## config.mk

```make
export PLATFORM = sky130hd
export DESIGN_NAME = pipe_controller_flat
export DESIGN_NICKNAME = d
export VERILOG_FILES = /design/src/rtl/pipe_ctrl_pkg.sv /design/src/rtl/pipe_controller_if.sv /design/src/rtl/pipe_controller_ctrl_decoder.sv /design/src/rtl/pipe_controller.sv /design/src/flat_wrapper.sv
export SDC_FILE = /design/constraint.sdc
export NUM_CORES = 1
export LEC_CHECK = 0
export CORE_MARGIN = 2
export CORE_UTILIZATION = 53
export CTS_BUF_LIST = sky130_fd_sc_hd__clkbuf_8
export DETAILED_ROUTE_END_ITERATION = 16
export GPL_ROUTABILITY_DRIVEN = 0
export HOLD_SLACK_MARGIN = 0.08
export PLACE_DENSITY = 0.95
export SKIP_LAST_GASP = 1
export SLEW_MARGIN = 20
export SYNTH_ARGS = -nofsm -noshare
export SYNTH_HDL_FRONTEND = slang
export SYNTH_HIERARCHICAL = 1
export SYNTH_SLANG_ARGS = --single-unit
```

## constraint.sdc

```tcl
create_clock -name clk -period 4.33 [get_ports clk]
set_clock_uncertainty 0.05 [all_clocks]
set_input_delay 0.6495 -clock clk [delete_from_list [all_inputs] [get_ports clk]]
set_output_delay 0.6495 -clock clk [all_outputs]
set_load 0.01 [all_outputs]
```

## src/rtl/pipe_ctrl_pkg.sv

```systemverilog
// Shared encodings and stage control structs for the MIPS pipeline controller.
package pipe_ctrl_pkg;

  localparam logic [5:0] OP_RTYPE = 6'b000000;
  localparam logic [5:0] OP_LW    = 6'b100011;
  localparam logic [5:0] OP_SW    = 6'b101011;
  localparam logic [5:0] OP_BEQ   = 6'b000100;
  localparam logic [5:0] OP_ADDI  = 6'b001000;
  localparam logic [5:0] OP_BNE   = 6'b000101;

  localparam logic [5:0] FN_NOP = 6'b000000;
  localparam logic [5:0] FN_ADD = 6'b100000;
  localparam logic [5:0] FN_SUB = 6'b100010;
  localparam logic [5:0] FN_AND = 6'b100100;
  localparam logic [5:0] FN_OR  = 6'b100101;
  localparam logic [5:0] FN_SLT = 6'b101010;

  localparam logic [2:0] ALU_ADD = 3'b010;
  localparam logic [2:0] ALU_SUB = 3'b110;
  localparam logic [2:0] ALU_AND = 3'b000;
  localparam logic [2:0] ALU_OR  = 3'b001;
  localparam logic [2:0] ALU_SLT = 3'b111;

  // Full control word produced in Decode and held in E.
  typedef struct packed {
    logic       regwrite;
    logic       memtoreg;
    logic       memwrite;
    logic       regdst;
    logic       alusrc;
    logic [2:0] alucontrol;
    logic       valid;
  } ctrl_t;

  // Only the bits still needed once the ALU stage is behind us.
  typedef struct packed {
    logic regwrite;
    logic memtoreg;
    logic memwrite;
    logic valid;
  } ctrlM_t;

  typedef struct packed {
    logic regwrite;
    logic memtoreg;
    logic valid;
  } ctrlW_t;

endpackage

```

## src/rtl/pipe_controller_if.sv

```systemverilog
// Decode inputs and per-stage control outputs of the pipeline controller.
interface pipe_controller_if #(parameter int RETW = 32);
  logic [5:0]      op;
  logic [5:0]      funct;
  logic            equalID;
  logic            flushE;
  logic            pcsrcD;
  logic            branchD;
  logic            illegalD;
  logic            regdstE;
  logic            alusrcE;
  logic [2:0]      alucontrolE;
  logic            regwriteE;
  logic            memtoregE;
  logic            regwriteM;
  logic            memtoregM;
  logic            memwriteM;
  logic            regwriteW;
  logic            memtoregW;
  logic [RETW-1:0] retired;

  modport master (
    output op, funct, equalID, flushE,
    input  pcsrcD, branchD, illegalD, regdstE, alusrcE, alucontrolE,
           regwriteE, memtoregE, regwriteM, memtoregM, memwriteM,
           regwriteW, memtoregW, retired
  );

  modport slave (
    input  op, funct, equalID, flushE,
    output pcsrcD, branchD, illegalD, regdstE, alusrcE, alucontrolE,
           regwriteE, memtoregE, regwriteM, memtoregM, memwriteM,
           regwriteW, memtoregW, retired
  );
endinterface

```

## src/rtl/pipe_controller_ctrl_decoder.sv

```systemverilog
// Combinational op/funct decoder. PIPE_CTRL_BNE_EN adds bne; without it bne is illegal.
module ctrl_decoder
  import pipe_ctrl_pkg::*;
(
  input  logic [5:0] op,
  input  logic [5:0] funct,
  input  logic       equalID,
  output ctrl_t      ctrl,
  output logic       branch,
  output logic       pcsrc,
  output logic       illegal
);

  logic beq, bne;

  // Decode table; anything unrecognised becomes an all-zero bubble flagged illegal.
  always_comb begin
    ctrl    = '0;
    beq     = 1'b0;
    bne     = 1'b0;
    illegal = 1'b0;
    case (op)
      OP_RTYPE: begin
        if (funct != FN_NOP) begin
          ctrl.regwrite = 1'b1;
          ctrl.regdst   = 1'b1;
          ctrl.valid    = 1'b1;
          case (funct)
            FN_ADD:  ctrl.alucontrol = ALU_ADD;
            FN_SUB:  ctrl.alucontrol = ALU_SUB;
            FN_AND:  ctrl.alucontrol = ALU_AND;
            FN_OR:   ctrl.alucontrol = ALU_OR;
            FN_SLT:  ctrl.alucontrol = ALU_SLT;
            default: begin
              ctrl    = '0;
              illegal = 1'b1;
            end
          endcase
        end
      end
      OP_LW: begin
        ctrl.regwrite   = 1'b1;
        ctrl.alusrc     = 1'b1;
        ctrl.memtoreg   = 1'b1;
        ctrl.alucontrol = ALU_ADD;
        ctrl.valid      = 1'b1;
      end
      OP_SW: begin
        ctrl.memwrite   = 1'b1;
        ctrl.alusrc     = 1'b1;
        ctrl.alucontrol = ALU_ADD;
        ctrl.valid      = 1'b1;
      end
      OP_BEQ: begin
        beq             = 1'b1;
        ctrl.alucontrol = ALU_SUB;
        ctrl.valid      = 1'b1;
      end
      OP_ADDI: begin
        ctrl.regwrite   = 1'b1;
        ctrl.alusrc     = 1'b1;
        ctrl.alucontrol = ALU_ADD;
        ctrl.valid      = 1'b1;
      end
`ifdef PIPE_CTRL_BNE_EN
      OP_BNE: begin
        bne             = 1'b1;
        ctrl.alucontrol = ALU_SUB;
        ctrl.valid      = 1'b1;
      end
`endif
      default: illegal = 1'b1;
    endcase
  end

  assign branch = beq | bne;
  assign pcsrc  = (beq & equalID) | (bne & ~equalID);

endmodule

```

## src/rtl/pipe_controller.sv

```systemverilog
// Pipelined MIPS control unit: Decode logic plus E/M/W control registers and a
// retired-instruction counter. Optional bne support via PIPE_CTRL_BNE_EN.
module pipe_controller
  import pipe_ctrl_pkg::*;
#(
  parameter int RETW = 32
) (
  input  logic             clk,
  input  logic             reset,
  pipe_controller_if.slave bus
);

  ctrl_t           ctrlD, ctrlE;
  ctrlM_t          ctrlM;
  ctrlW_t          ctrlW;
  logic [RETW-1:0] retired;

  ctrl_decoder uDec (
    .op      (bus.op),
    .funct   (bus.funct),
    .equalID (bus.equalID),
    .ctrl    (ctrlD),
    .branch  (bus.branchD),
    .pcsrc   (bus.pcsrcD),
    .illegal (bus.illegalD)
  );

  // Stage registers; a flush loads a bubble into E regardless of what Decode holds.
  always_ff @(posedge clk or negedge reset) begin
    if (!reset) begin
      ctrlE <= '0;
      ctrlM <= '0;
      ctrlW <= '0;
    end else begin
      ctrlE <= bus.flushE ? '0 : ctrlD;
      ctrlM <= '{regwrite: ctrlE.regwrite, memtoreg: ctrlE.memtoreg,
                 memwrite: ctrlE.memwrite, valid: ctrlE.valid};
      ctrlW <= '{regwrite: ctrlM.regwrite, memtoreg: ctrlM.memtoreg,
                 valid: ctrlM.valid};
    end
  end

  // Count valid instructions leaving W; wraps naturally at 2^RETW.
  always_ff @(posedge clk or negedge reset) begin
    if (!reset)           retired <= '0;
    else if (ctrlW.valid) retired <= retired + 1'b1;
  end

  assign bus.regdstE     = ctrlE.regdst;
  assign bus.alusrcE     = ctrlE.alusrc;
  assign bus.alucontrolE = ctrlE.alucontrol;
  assign bus.regwriteE   = ctrlE.regwrite;
  assign bus.memtoregE   = ctrlE.memtoreg;
  assign bus.regwriteM   = ctrlM.regwrite;
  assign bus.memtoregM   = ctrlM.memtoreg;
  assign bus.memwriteM   = ctrlM.memwrite;
  assign bus.regwriteW   = ctrlW.regwrite;
  assign bus.memtoregW   = ctrlW.memtoreg;
  assign bus.retired     = retired;

endmodule

```

## src/flat_wrapper.sv

```systemverilog
// flat-port wrapper written by rule: the top's interface ports become plain ports
module pipe_controller_flat import pipe_ctrl_pkg::*;
#(
  parameter int RETW = 32
)
  (clk, reset, bus_op, bus_funct, bus_equalID, bus_flushE, bus_pcsrcD, bus_branchD, bus_illegalD, bus_regdstE, bus_alusrcE, bus_alucontrolE, bus_regwriteE, bus_memtoregE, bus_regwriteM, bus_memtoregM, bus_memwriteM, bus_regwriteW, bus_memtoregW, bus_retired);
  pipe_controller_if #(.RETW(RETW)) bus_i ();
  input  logic clk;
  input  logic reset;
  input wire logic [$bits(bus_i.op)-1:0] bus_op;
  input wire logic [$bits(bus_i.funct)-1:0] bus_funct;
  input wire logic [$bits(bus_i.equalID)-1:0] bus_equalID;
  input wire logic [$bits(bus_i.flushE)-1:0] bus_flushE;
  output wire logic [$bits(bus_i.pcsrcD)-1:0] bus_pcsrcD;
  output wire logic [$bits(bus_i.branchD)-1:0] bus_branchD;
  output wire logic [$bits(bus_i.illegalD)-1:0] bus_illegalD;
  output wire logic [$bits(bus_i.regdstE)-1:0] bus_regdstE;
  output wire logic [$bits(bus_i.alusrcE)-1:0] bus_alusrcE;
  output wire logic [$bits(bus_i.alucontrolE)-1:0] bus_alucontrolE;
  output wire logic [$bits(bus_i.regwriteE)-1:0] bus_regwriteE;
  output wire logic [$bits(bus_i.memtoregE)-1:0] bus_memtoregE;
  output wire logic [$bits(bus_i.regwriteM)-1:0] bus_regwriteM;
  output wire logic [$bits(bus_i.memtoregM)-1:0] bus_memtoregM;
  output wire logic [$bits(bus_i.memwriteM)-1:0] bus_memwriteM;
  output wire logic [$bits(bus_i.regwriteW)-1:0] bus_regwriteW;
  output wire logic [$bits(bus_i.memtoregW)-1:0] bus_memtoregW;
  output wire logic [$bits(bus_i.retired)-1:0] bus_retired;
  assign bus_i.op = bus_op;
  assign bus_i.funct = bus_funct;
  assign bus_i.equalID = bus_equalID;
  assign bus_i.flushE = bus_flushE;
  assign bus_pcsrcD = bus_i.pcsrcD;
  assign bus_branchD = bus_i.branchD;
  assign bus_illegalD = bus_i.illegalD;
  assign bus_regdstE = bus_i.regdstE;
  assign bus_alusrcE = bus_i.alusrcE;
  assign bus_alucontrolE = bus_i.alucontrolE;
  assign bus_regwriteE = bus_i.regwriteE;
  assign bus_memtoregE = bus_i.memtoregE;
  assign bus_regwriteM = bus_i.regwriteM;
  assign bus_memtoregM = bus_i.memtoregM;
  assign bus_memwriteM = bus_i.memwriteM;
  assign bus_regwriteW = bus_i.regwriteW;
  assign bus_memtoregW = bus_i.memtoregW;
  assign bus_retired = bus_i.retired;
  pipe_controller #(.RETW(RETW)) u_core (.clk(clk), .reset(reset), .bus(bus_i));
endmodule
```

==> Word-level counts from Yosys, hierarchy flattened <==
Index checks and enable logic that the tools add are counted.
{ "classes": {"n_addsub": 1, "n_eq_ne": 9, "n_mux": 15, "bitwise": 1, "n_reduce_logical": 6} }
{ "op_table": {"columns": ["op", "count"], "rows": [
  ["$eq A6 B6 Y1 const B", 7],
  ["$add A32 B1 Y32 const B", 1],
  ["$mux W9", 2],
  ["$pmux W3 S4", 1],
  ["$pmux W4 S3", 1],
  ["$pmux W1 S2", 5],
  ["$eq A6 B3 Y1 const B", 1],
  ["$eq A6 B4 Y1 const B", 1],
  ["$logic_not A6 Y1", 1],
  ["$reduce_bool A6 Y1", 1],
  ["$mux W1", 5],
  ["$mux W5", 1],
  ["$reduce_or A5 Y1", 1],
  ["$reduce_or A4 Y1", 1],
  ["$reduce_or A3 Y1", 1],
  ["$reduce_or A2 Y1", 1],
  ["$and A1 B1 Y1", 1]
]} }
{ "word_totals": {"regBits": 48, "in_bits": 16, "output_inout_bits": 47} }

==> Longest topological paths before layout <==
Gate-level depths: netlist of run 1.
{ "logic_depth": {"word_depth": 6, "mapped_depth": 6, "depth_no_buf": 5} }

==> Hierarchy <==
Netlist of run 1, hierarchy kept.
{ "modules_own_cells": {"columns": ["module", "n_inst", "cells_each", "area_per_inst_um2", "seq_area_each_um2"], "rows": [
  ["pipe_controller", 1, 159, 1955.6, 1201.2],
  ["ctrl_decoder", 1, 37, 259.0, 0.0]
]} }

==> Worst setup path after synthesis of run 1 <==
OpenSTA, ideal clock, no wires.
{ "synth_timing": {"path_type": "input -> output", "from": "in bus_op[0]", "to": "out bus_pcsrcD", "arrival_time_ns": 1.655, "slack_ns": 1.976, "cell_stages": 3, "n_path_buf": 0, "path_cell_list": "or3_4 nor4b_2 and2_1"} }
{ "synth_via": {"elab_chain_len": 3} }
{ "synth_rtl": {"columns": ["element", "line", "rtl"], "rows": [
  ["from (decl)", "flat_wrapper.sv:10", "input wire logic [$bits(bus_i.op)-1:0] bus_op;"],
  ["$eq A6 B3 Y1", "pipe_controller_ctrl_decoder.sv:22", "case (op)"],
  ["$mux W1", "pipe_controller_ctrl_decoder.sv:22", null],
  ["named net bus_branchD", "flat_wrapper.sv:15", "output wire logic [$bits(bus_i.branchD)-1:0] bus_branchD;"],
  ["$and A1 B1 Y1", "pipe_controller_ctrl_decoder.sv:77", "assign pcsrc = (beq & equalID) | (bne & ~equalID);"],
  ["to (decl)", "flat_wrapper.sv:14", "output wire logic [$bits(bus_i.pcsrcD)-1:0] bus_pcsrcD;"]
]} }
The timed path passes the listed nets, and every way through them passes these cells.

==> Worst setup path in the final report of run 1 <==
{ "layout_timing": {"from": "in bus_op[0]", "to": "out bus_pcsrcD"} }
{ "layout_via": {"elab_chain_len": 3} }
{ "layout_rtl": {"columns": ["element", "line"], "rows": [
  ["$eq A6 B3 Y1", "pipe_controller_ctrl_decoder.sv:22"],
  ["$mux W1", "pipe_controller_ctrl_decoder.sv:22"],
  ["$and A1 B1 Y1", "pipe_controller_ctrl_decoder.sv:77"]
]} }
No other way between the ends.

==> results_dict.tcl, run 1 <==
set metrics [dict create \
    start_kind "input pin" \
    fmax_ghz 0.312 \
    seq_area_frac_synth_pct 54.2 \
    arrival_ns 2.50 \
    setup_viol 0 \
    synth-async-reset-ratio_pct 100 \
    p_per_area_mw_per_mm2 307 \
    cts_sinks 48 \
    drive_gt1_share_pct 8.81 \
    synth_top_cell_area_share_pct 54.2 \
    die_w_um 68.6 \
    synth_area_mm2 0.00221 \
    finalHoldViolCount 0 \
    clk_pin_slew_ns 0.08 \
    dp_slack_ns 1.14 \
    min_path_type "in -> async" \
    routedWlPerCell_um 14.5 \
    rsz0062_at_grt "false" \
    avgViaCountPerCell 5.43 \
    num_vias 1689 \
    nets 277 \
    synth_ff_type "dfrtp_1" \
    yosysUniqueCellTypes 40 \
    worstSetupPathType "in -> out" \
    synth_top_cell_by_area "dfrtp_1" \
    min_period_ns 3.20 \
    cts_resized 0 \
    use_met1_pct 21.7 \
    grt-ovfl-total 0 \
    relSlewSlack_pct 60.7 \
    maxCapViolations 0 \
    cp.required_ns 3.63 \
    gr-usage-met2_pct 36.1 \
    rows 23 \
    crit_path_end_kind "output port" \
    status "finished, final reports clean" \
    grt_pass1_vias 1538 \
    worst_slack_ns 1.13 \
    peakVddDrop_v 0.000194 \
    period_share_pct 73.9 \
    tns_ns 0 \
    fin_util_pct 74.6 \
    mappedNetlistNets 213 \
    whs_ns 0.296 \
    ctsHoldBuffers 0 \
    tightest_slew_ns 0.589 \
    globalRoute.busiestLayer "met2" \
    total_power_uw 916 \
    crit_fanout 3 \
    cts_root_buffer "clkbuf_8" \
    hpwl_mm 3.47 \
    insertion_delay_ns 0.29 \
    dpl_cell_area_mm2 0.00286 \
    leakagePower_nw 1.36 \
    start_util_pct 55.4 \
    htreeDepth 2 \
    syn_avg_cell_area_um2 11.3 \
    cts_setup_buffers 0 \
    cts_buffer_depth 2 \
    routed_wl_mm 4.51 \
    synth_cells 196 \
    num_antenna_cells 0 \
    die_h_um 68.6 \
    core_region_area_mm2 0.00400 \
    cts_buffers 5 \
    yosysMostFrequentCell "dfrtp_1" \
    ys_seq_elements 48 \
    maxSlewViolCount 0 \
    drt_pass1_iterations 4 \
    postRouteAntennaNets 0 \
    use_met3_pct 7.31 \
    grt_max_degree 49 \
    cts_tree "done" \
    synth.area.top_cells "dfrtp_1 54%, xor2_1 7.1%, xnor2_1 5.5%, nand2_1 3.1%, nor2b_1 2.8%" \
    syn_to_final_growth_pct 34.7 \
    synth_edf_count 0 \
    drt_iter0_drc 130 \
    ys_warn_count 6 \
    die_area_mm2 0.00471 \
    yosys-top-cells-count "48 x dfrtp_1, 18 x nand2_1, 18 x xor2_1, 14 x xnor2_1, 12 x nor3_1" \
    port_buffers 62 \
    instances_no_fill 311 \
    reg2regPathDepth 5 \
    drc 0 \
    grt_pass1_wl_mm 6.78 \
    r2r_slack_ns 2.27 \
    grt_use_total_pct 19.8 \
    ios 63 \
    dp.cells 303 \
    antenna_found_initial 0 \
    stdcell_area_mm2 0.00298 \
]
-- path summary, 6_finish.rpt --
| kind | from | to |
|---|---|---|
| worst max-delay path | bus_op[0] | bus_pcsrcD |
| worst min-delay path | reset | u_core/bus.retired[31]$_DFFE_PN0P_ |
| worst max register to register | u_core/bus.retired[0]$_DFFE_PN0P_ | u_core/bus.retired[30]$_DFFE_PN0P_ |
| worst min register to register | u_core/ctrlE[6]$_DFF_PN0_ | u_core/bus.memwriteM$_DFF_PN0_ |
| max in group asynchronous | reset | u_core/bus.retired[28]$_DFFE_PN0P_ |
| min in group clk | u_core/ctrlE[6]$_DFF_PN0_ | u_core/bus.memwriteM$_DFF_PN0_ |
-- registers in the layout, indices dropped and copies added, names as in the netlist --
register                count
u_core/bus.memwriteM        1
u_core/bus.regwriteM        1
u_core/bus.memtoregE        1
u_core/bus.regdstE          1
u_core/bus.regwriteE        1
u_core/bus.alusrcE          1
u_core/bus.memtoregM        1
u_core/ctrlE                2
u_core/bus.memtoregW        1
u_core/ctrlW                1
u_core/bus.retired         32
u_core/bus.alucontrolE      3
u_core/bus.regwriteW        1
u_core/ctrlM                1
-- cells by family (layout without fill, tap and decap cells) --
| kind of cell | Yosys count | in the layout | synth area share [%] |
|---|---|---|---|
| buf+inv | 12 | 77 | 2.88 |
| compound gates | 10 | 10 | 3.45 |
| fa+ha+maj | 1 | 1 | 0.565 |
| xor+xnor | 32 | 32 | 12.7 |
| simple gates | 91 | 91 | 25.2 |
| flops | 48 | 48 | 54.2 |
| mux | 2 | 2 | 1.02 |
-- metal layers --
| layer | routed length, um | up-vias |
|---|---|---|
| met2 | 2430 | 57 |
| met4 | 29 | 0 |
| met5 | 0 | - |
| li1 | - | 811 |
| met1 | 1760 | 817 |
| met3 | 289 | 4 |
-- area by class of cell --
class,instances,area [um2]
Clock buffer,7,96.3
Inverter,7,26.3
Tap cell,50,62.6
Timing Repair Buffer,62,618
Clock inverter,1,30.0
Sequential cell,48,1200
Multi-Input combinational cell,136,950
Fill cell,294,1020
-- worst max-delay path, cell delays in order --
cell and delay (ns):
clkdlybuf4s50_1 0.44, or3_4 0.43, nor4b_2 0.28, and2_1 0.17, clkdlybuf4s50_1 0.53
-- cell usage in the layout (no fill, tap or decap), types with 2 or more instances in the layout --
cell type / n
clkdlybuf4s50_1: 61
dfrtp_1: 48
nand2_1: 18
xor2_1: 18
xnor2_1: 14
nor3_1: 12
nor2b_1: 10
nor2_1: 10
nand3_1: 8
clkbuf_8: 7
nand4_1: 7
inv_1: 7
nor4_1: 5
and3_1: 3
nand4_2: 2
or4_4: 2
and4_1: 2
nand2b_1: 2
nor4b_2: 2
a21oi_1: 2
-- report_power, final --
part / total, mW / switching [mW] / internal, mW
Clock: 0.342 / 0.138 / 0.204
Combinational: 0.0950 / 0.0421 / 0.0529
Sequential: 0.479 / 0.0176 / 0.462
Total: 0.916 / 0.198 / 0.718
Power figures use the tool's default switching activity.
==> run 2, diff against run 1 <==
Settings changed: CORE_UTILIZATION 53 to 49, PLACE_DENSITY 0.95 to 0.91.
Clock period 4.33 ns to 3.4 ns, I/O delays scaled along.
==> run 2 against run 1 <==
Effect of this change:
- total power increased by 17%
- sequential power increased by 27%
- die area is 7.7% higher
- via count fell by 0.53%
- design area shrank 1.0%
- global-route usage decreased by 1.9 points
- wire length fell by 5.9%
- first-iteration DRC count is 4.6% lower
- clock-buffer cell count decreased by 1
- critical path type unchanged
- largest cell class unchanged
==> results_dict.tcl, run 2 (synthesized netlist as in run 1, its figures left out) <==
set metrics [dict create \
    ctsHoldBuffers 0 \
    crit_path_end_kind "output port" \
    crit_fanout 3 \
    use_met3_pct 6.89 \
    num_antenna_cells 0 \
    start_util_pct 50.9 \
    port_buffers 62 \
    min_path_type "in -> async" \
    worstSetupPathType "in -> out" \
    routedWlPerCell_um 13.6 \
    use_met1_pct 19.9 \
    htreeDepth 2 \
    setup_viol 0 \
    p_per_area_mw_per_mm2 362 \
    multi_input_area_um2 950 \
    nets 277 \
    instances_no_fill 313 \
    grt_pass1_vias 1641 \
    dpl_cell_area_mm2 0.00286 \
    gr-usage-met2_pct 31.1 \
    cts_tree "done" \
    cts_buffers 5 \
    total_power_mw 1.07 \
    power.internal_uw 817 \
    reg2regPathDepth 5 \
    period_share_pct 86.0 \
    pwr-share-clk_pct 32.0 \
    min_period_ns 2.92 \
    worst_slack_ns 0.476 \
    status "finished, final reports clean" \
    maxSlewViolCount 0 \
    hpwl_mm 3.20 \
    clk_pin_slew_ns 0.08 \
    switching_power_uw 253 \
    syn_to_final_growth_pct 33.3 \
    drt_pass1_iterations 4 \
    grt_use_total_pct 17.8 \
    drive_gt1_share_pct 8.81 \
    fin_util_pct 67.8 \
    ios 63 \
    relSlewSlack_pct 61.4 \
    insertion_delay_ns 0.30 \
    rsz0062_at_grt "false" \
    leakagePower_nw 1.35 \
    antenna_found_initial 0 \
    cts_buffer_depth 2 \
    routed_wl_mm 4.25 \
    sw_frac_of_total_pct 23.7 \
    die_area_mm2 0.00507 \
    whs_ns 0.139 \
    die_h_um 71.2 \
    globalRoute.busiestLayer "met2" \
    cts_sinks 48 \
    largest_register_ffs 32 \
    fillCellCount 319 \
    arrival_ns 2.36 \
    drt_iter0_drc 124 \
    tns_ns 0 \
    start_kind "input pin" \
    stdcell_area_mm2 0.00295 \
    die_w_um 71.2 \
    comb_power_share_pct 11.1 \
    cp.required_ns 2.84 \
    grt_max_degree 49 \
    finalHoldViolCount 0 \
    fmax_ghz 0.342 \
    layout_commonest_cell "clkdlybuf4s50_1" \
    num_vias 1680 \
    grt_pass1_wl_mm 7.09 \
    postRouteAntennaNets 0 \
    seqCellArea_mm2 0.00120 \
    core_region_area_mm2 0.00435 \
    dp.cells 305 \
    largest_register "u_core/bus.retired" \
    cts_resized 0 \
    peakVddDrop_v 0.000179 \
    seq_power_share_pct 56.9 \
    dp_slack_ns 0.481 \
    grt-ovfl-total 0 \
    avgViaCountPerCell 5.37 \
    cts_root_buffer "clkbuf_8" \
    tightest_slew_ns 0.579 \
    drc 0 \
    mostFrequentLayoutCells "61 x clkdlybuf4s50_1, 48 x dfrtp_1, 18 x nand2_1, 18 x xor2_1, 14 x xnor2_1" \
    rows 24 \
    cts_setup_buffers 0 \
    maxCapViolations 0 \
]
## run 2: changes by cell type in the layout (fill, tap and decap cells not counted)
cell,change
bufinv_16,-1
clkinv_2,+2
clkbuf_8,-1
## run 2: worst max-delay path, cell delays in order
cell and delay, ns:
clkdlybuf4s50_1 0.44, or3_4 0.43, nor4b_2 0.29, and2_1 0.17, clkdlybuf4s50_1 0.53
## run 2: power by group through the flow
stage / Clock, mW / Sequential (mW) / Combinational [mW]
after floorplan: 0 / 0.627 / 0.0363
after global placement: 0 / 0.621 / 0.117
after detailed placement: 0 / 0.621 / 0.121
after CTS: 0.355 / 0.610 / 0.121
after global routing: 0.373 / 0.613 / 0.135
final: 0.342 / 0.609 / 0.119
## run 2: final timing paths
check	start	end	slack (ns)
max in group asynchronous	reset	u_core/bus.retired[4]$_DFFE_PN0P_	2.75
worst max register to register	u_core/bus.retired[0]$_DFFE_PN0P_	u_core/bus.retired[30]$_DFFE_PN0P_	1.39
worst min register to register	u_core/ctrlM[0]$_DFF_PN0_	u_core/ctrlW[0]$_DFF_PN0_	0.30
worst min-delay path	reset	u_core/bus.retired[30]$_DFFE_PN0P_	0.14
min in group clk	u_core/ctrlM[0]$_DFF_PN0_	u_core/ctrlW[0]$_DFF_PN0_	0.30
worst max-delay path	bus_op[0]	bus_pcsrcD	0.48
## run 2: metal layers
layer  part of all wire (%)  routed length, um  up-vias
met5                      0                  0        -
met3                    7.9                336        6
met4                    1.6                 70        0
li1                       -                  -      805
met2                     51               2190       56
met1                     39               1650      813
## run 2: layout make-up
type	instances	share of cell area (%)
sequential	48	40.7
clock buffer	6	2.80
multi-input combinational	136	32.2
clock inverter	2	0.339
timing repair buffer	62	20.9
inverter	7	0.890
tap	52	2.20
==> run 3, diff against run 2 <==
Settings changed: ABC_AREA from default to 0, CORE_MARGIN 2 to default.
==> run 3 against run 2 <==
Effect of this change:
- worst setup slack got worse by 0.013 ns
- sequential power hardly changed
- worst hold slack improved by 0.021 ns
- critical path type unchanged
- critical path depth unchanged
- core utilization increased by 0.34 points
- wire length increased by 3.3%
- cell count did not move
- flip-flop and latch count is the same
- highest routed layer unchanged
- non-clock buffer count did not move
==> results_dict.tcl, run 3 (synthesized netlist as in run 1, its figures left out) <==
set metrics [dict create \
    cts_tree "done" \
    grt_use_total_pct 18.5 \
    largest_register "u_core/bus.retired" \
    leakagePower_nw 1.35 \
    cts_buffer_depth 2 \
    fillCellCount 346 \
    grt_pass1_wl_mm 7.08 \
    port_buffers 62 \
    drc 0 \
    mostFrequentLayoutCells "61 x clkdlybuf4s50_1, 48 x dfrtp_1, 18 x nand2_1, 18 x xor2_1, 14 x xnor2_1" \
    routed_wl_mm 4.39 \
    die_area_mm2 0.00479 \
    start_kind "input pin" \
    hpwl_mm 3.24 \
    nets 277 \
    reg2regPathDepth 5 \
    insertion_delay_ns 0.29 \
    cp_slowest_cell "clkdlybuf4s50_1" \
    layout_commonest_cell "clkdlybuf4s50_1" \
    clk_pin_slew_ns 0.09 \
    peakVddDrop_v 0.000159 \
    cts_buffers 5 \
    syn_to_final_growth_pct 34.0 \
    drt_iter0_drc 159 \
    min_path_type "in -> async" \
    drt_pass1_iterations 4 \
    routedWlPerCell_um 14.0 \
    critical_path.most_common_cell "clkdlybuf4s50_1" \
    postRouteAntennaNets 0 \
    fmax_ghz 0.341 \
    ctsHoldBuffers 0 \
    num_vias 1725 \
    grt_max_degree 49 \
    crit_path_end_kind "output port" \
    largest_register_ffs 32 \
    setup_viol 0 \
    min_period_ns 2.94 \
    ios 63 \
    start_util_pct 50.9 \
    path_cells "clkdlybuf4s50_1 > or3_4 > nor4b_2 > and2_1 > clkdlybuf4s50_1" \
    core_region_area_mm2 0.00435 \
    cts_sinks 48 \
    antenna_found_initial 0 \
    arrival_ns 2.38 \
    stdcell_area_mm2 0.00297 \
    grt_pass1_vias 1594 \
    die_w_um 69.2 \
    grt-ovfl-total 0 \
    cp.required_ns 2.84 \
    rows 24 \
    die_h_um 69.2 \
    status "finished, final reports clean" \
    slowest_delay_ns 0.53 \
    cts_setup_buffers 0 \
    finalHoldViolCount 0 \
    whs_ns 0.159 \
    maxCapViolations 0 \
    rsz0062_at_grt "false" \
    num_antenna_cells 0 \
    avgViaCountPerCell 5.51 \
    p_per_area_mw_per_mm2 377 \
    htreeDepth 2 \
    cts_resized 0 \
    relSlewSlack_pct 62.3 \
    cts_root_buffer "clkbuf_8" \
    worstSetupPathType "in -> out" \
    dpl_cell_area_mm2 0.00286 \
    fin_util_pct 68.2 \
    maxSlewViolCount 0 \
    drive_gt1_share_pct 8.43 \
    tns_ns 0 \
    crit_fanout 3 \
    period_share_pct 86.4 \
    tightest_slew_ns 0.566 \
]
-- run 3: cell type report --
cell class	count	area, um2	area share (%)
Clock buffer	5	68.8	2.32
Sequential cell	48	1200	40.5
Tap cell	52	65.1	2.19
Clock inverter	3	38.8	1.31
Inverter	7	26.3	0.885
Multi-Input combinational cell	136	950	32.0
Timing Repair Buffer	62	618	20.8
-- run 3: power by group --
group | total (mW) | internal, mW | switching [mW]
sequential | 0.611 | 0.588 | 0.0231
clock | 0.388 | 0.215 | 0.172
combinational | 0.121 | 0.0681 | 0.0533
-- run 3: path summary, 6_finish.rpt --
| kind | from | to | slack (ns) |
|---|---|---|---|
| max | bus_op[0] | bus_pcsrcD | 0.46 |
| min | reset | u_core/bus.retired[17]$_DFFE_PN0P_ | 0.16 |
| max reg2reg | u_core/bus.retired[0]$_DFFE_PN0P_ | u_core/bus.retired[30]$_DFFE_PN0P_ | 1.35 |
| min reg2reg | u_core/ctrlE[6]$_DFF_PN0_ | u_core/bus.memwriteM$_DFF_PN0_ | 0.31 |
| max in group asynchronous | reset | u_core/bus.regdstE$_DFF_PN0_ | 2.75 |
| min in group clk | u_core/ctrlE[6]$_DFF_PN0_ | u_core/bus.memwriteM$_DFF_PN0_ | 0.31 |
-- run 3: per-stage QoR --
step / power (mW) / std cells / setup WS, ns
floorplan: 0.663 / 196 / 1.32
global placement: 0.737 / 305 / 0.491
detailed placement: 0.745 / 305 / 0.455
CTS: 1.14 / 313 / 0.444
global route: 1.17 / 313 / 0.366
finish: 1.12 / 313 / 0.463
-- run 3: metal layers --
metal  share of wire (%)  GRT usage (%)  vias to the layer above  wire (um)
li1                    -              -                      805          -
met4                 1.2           4.99                        0         54
met3                 7.9           6.54                       10        348
met2                  52           33.7                       96       2270
met5                   0              0                        -          0
met1                  39           20.3                      814       1720
-- run 3: critical path, delay by kind of cell --
family                 cells  cell delay (ns)
AND/OR/NAND/NOR            3             0.90
buffers and inverters      2             0.97
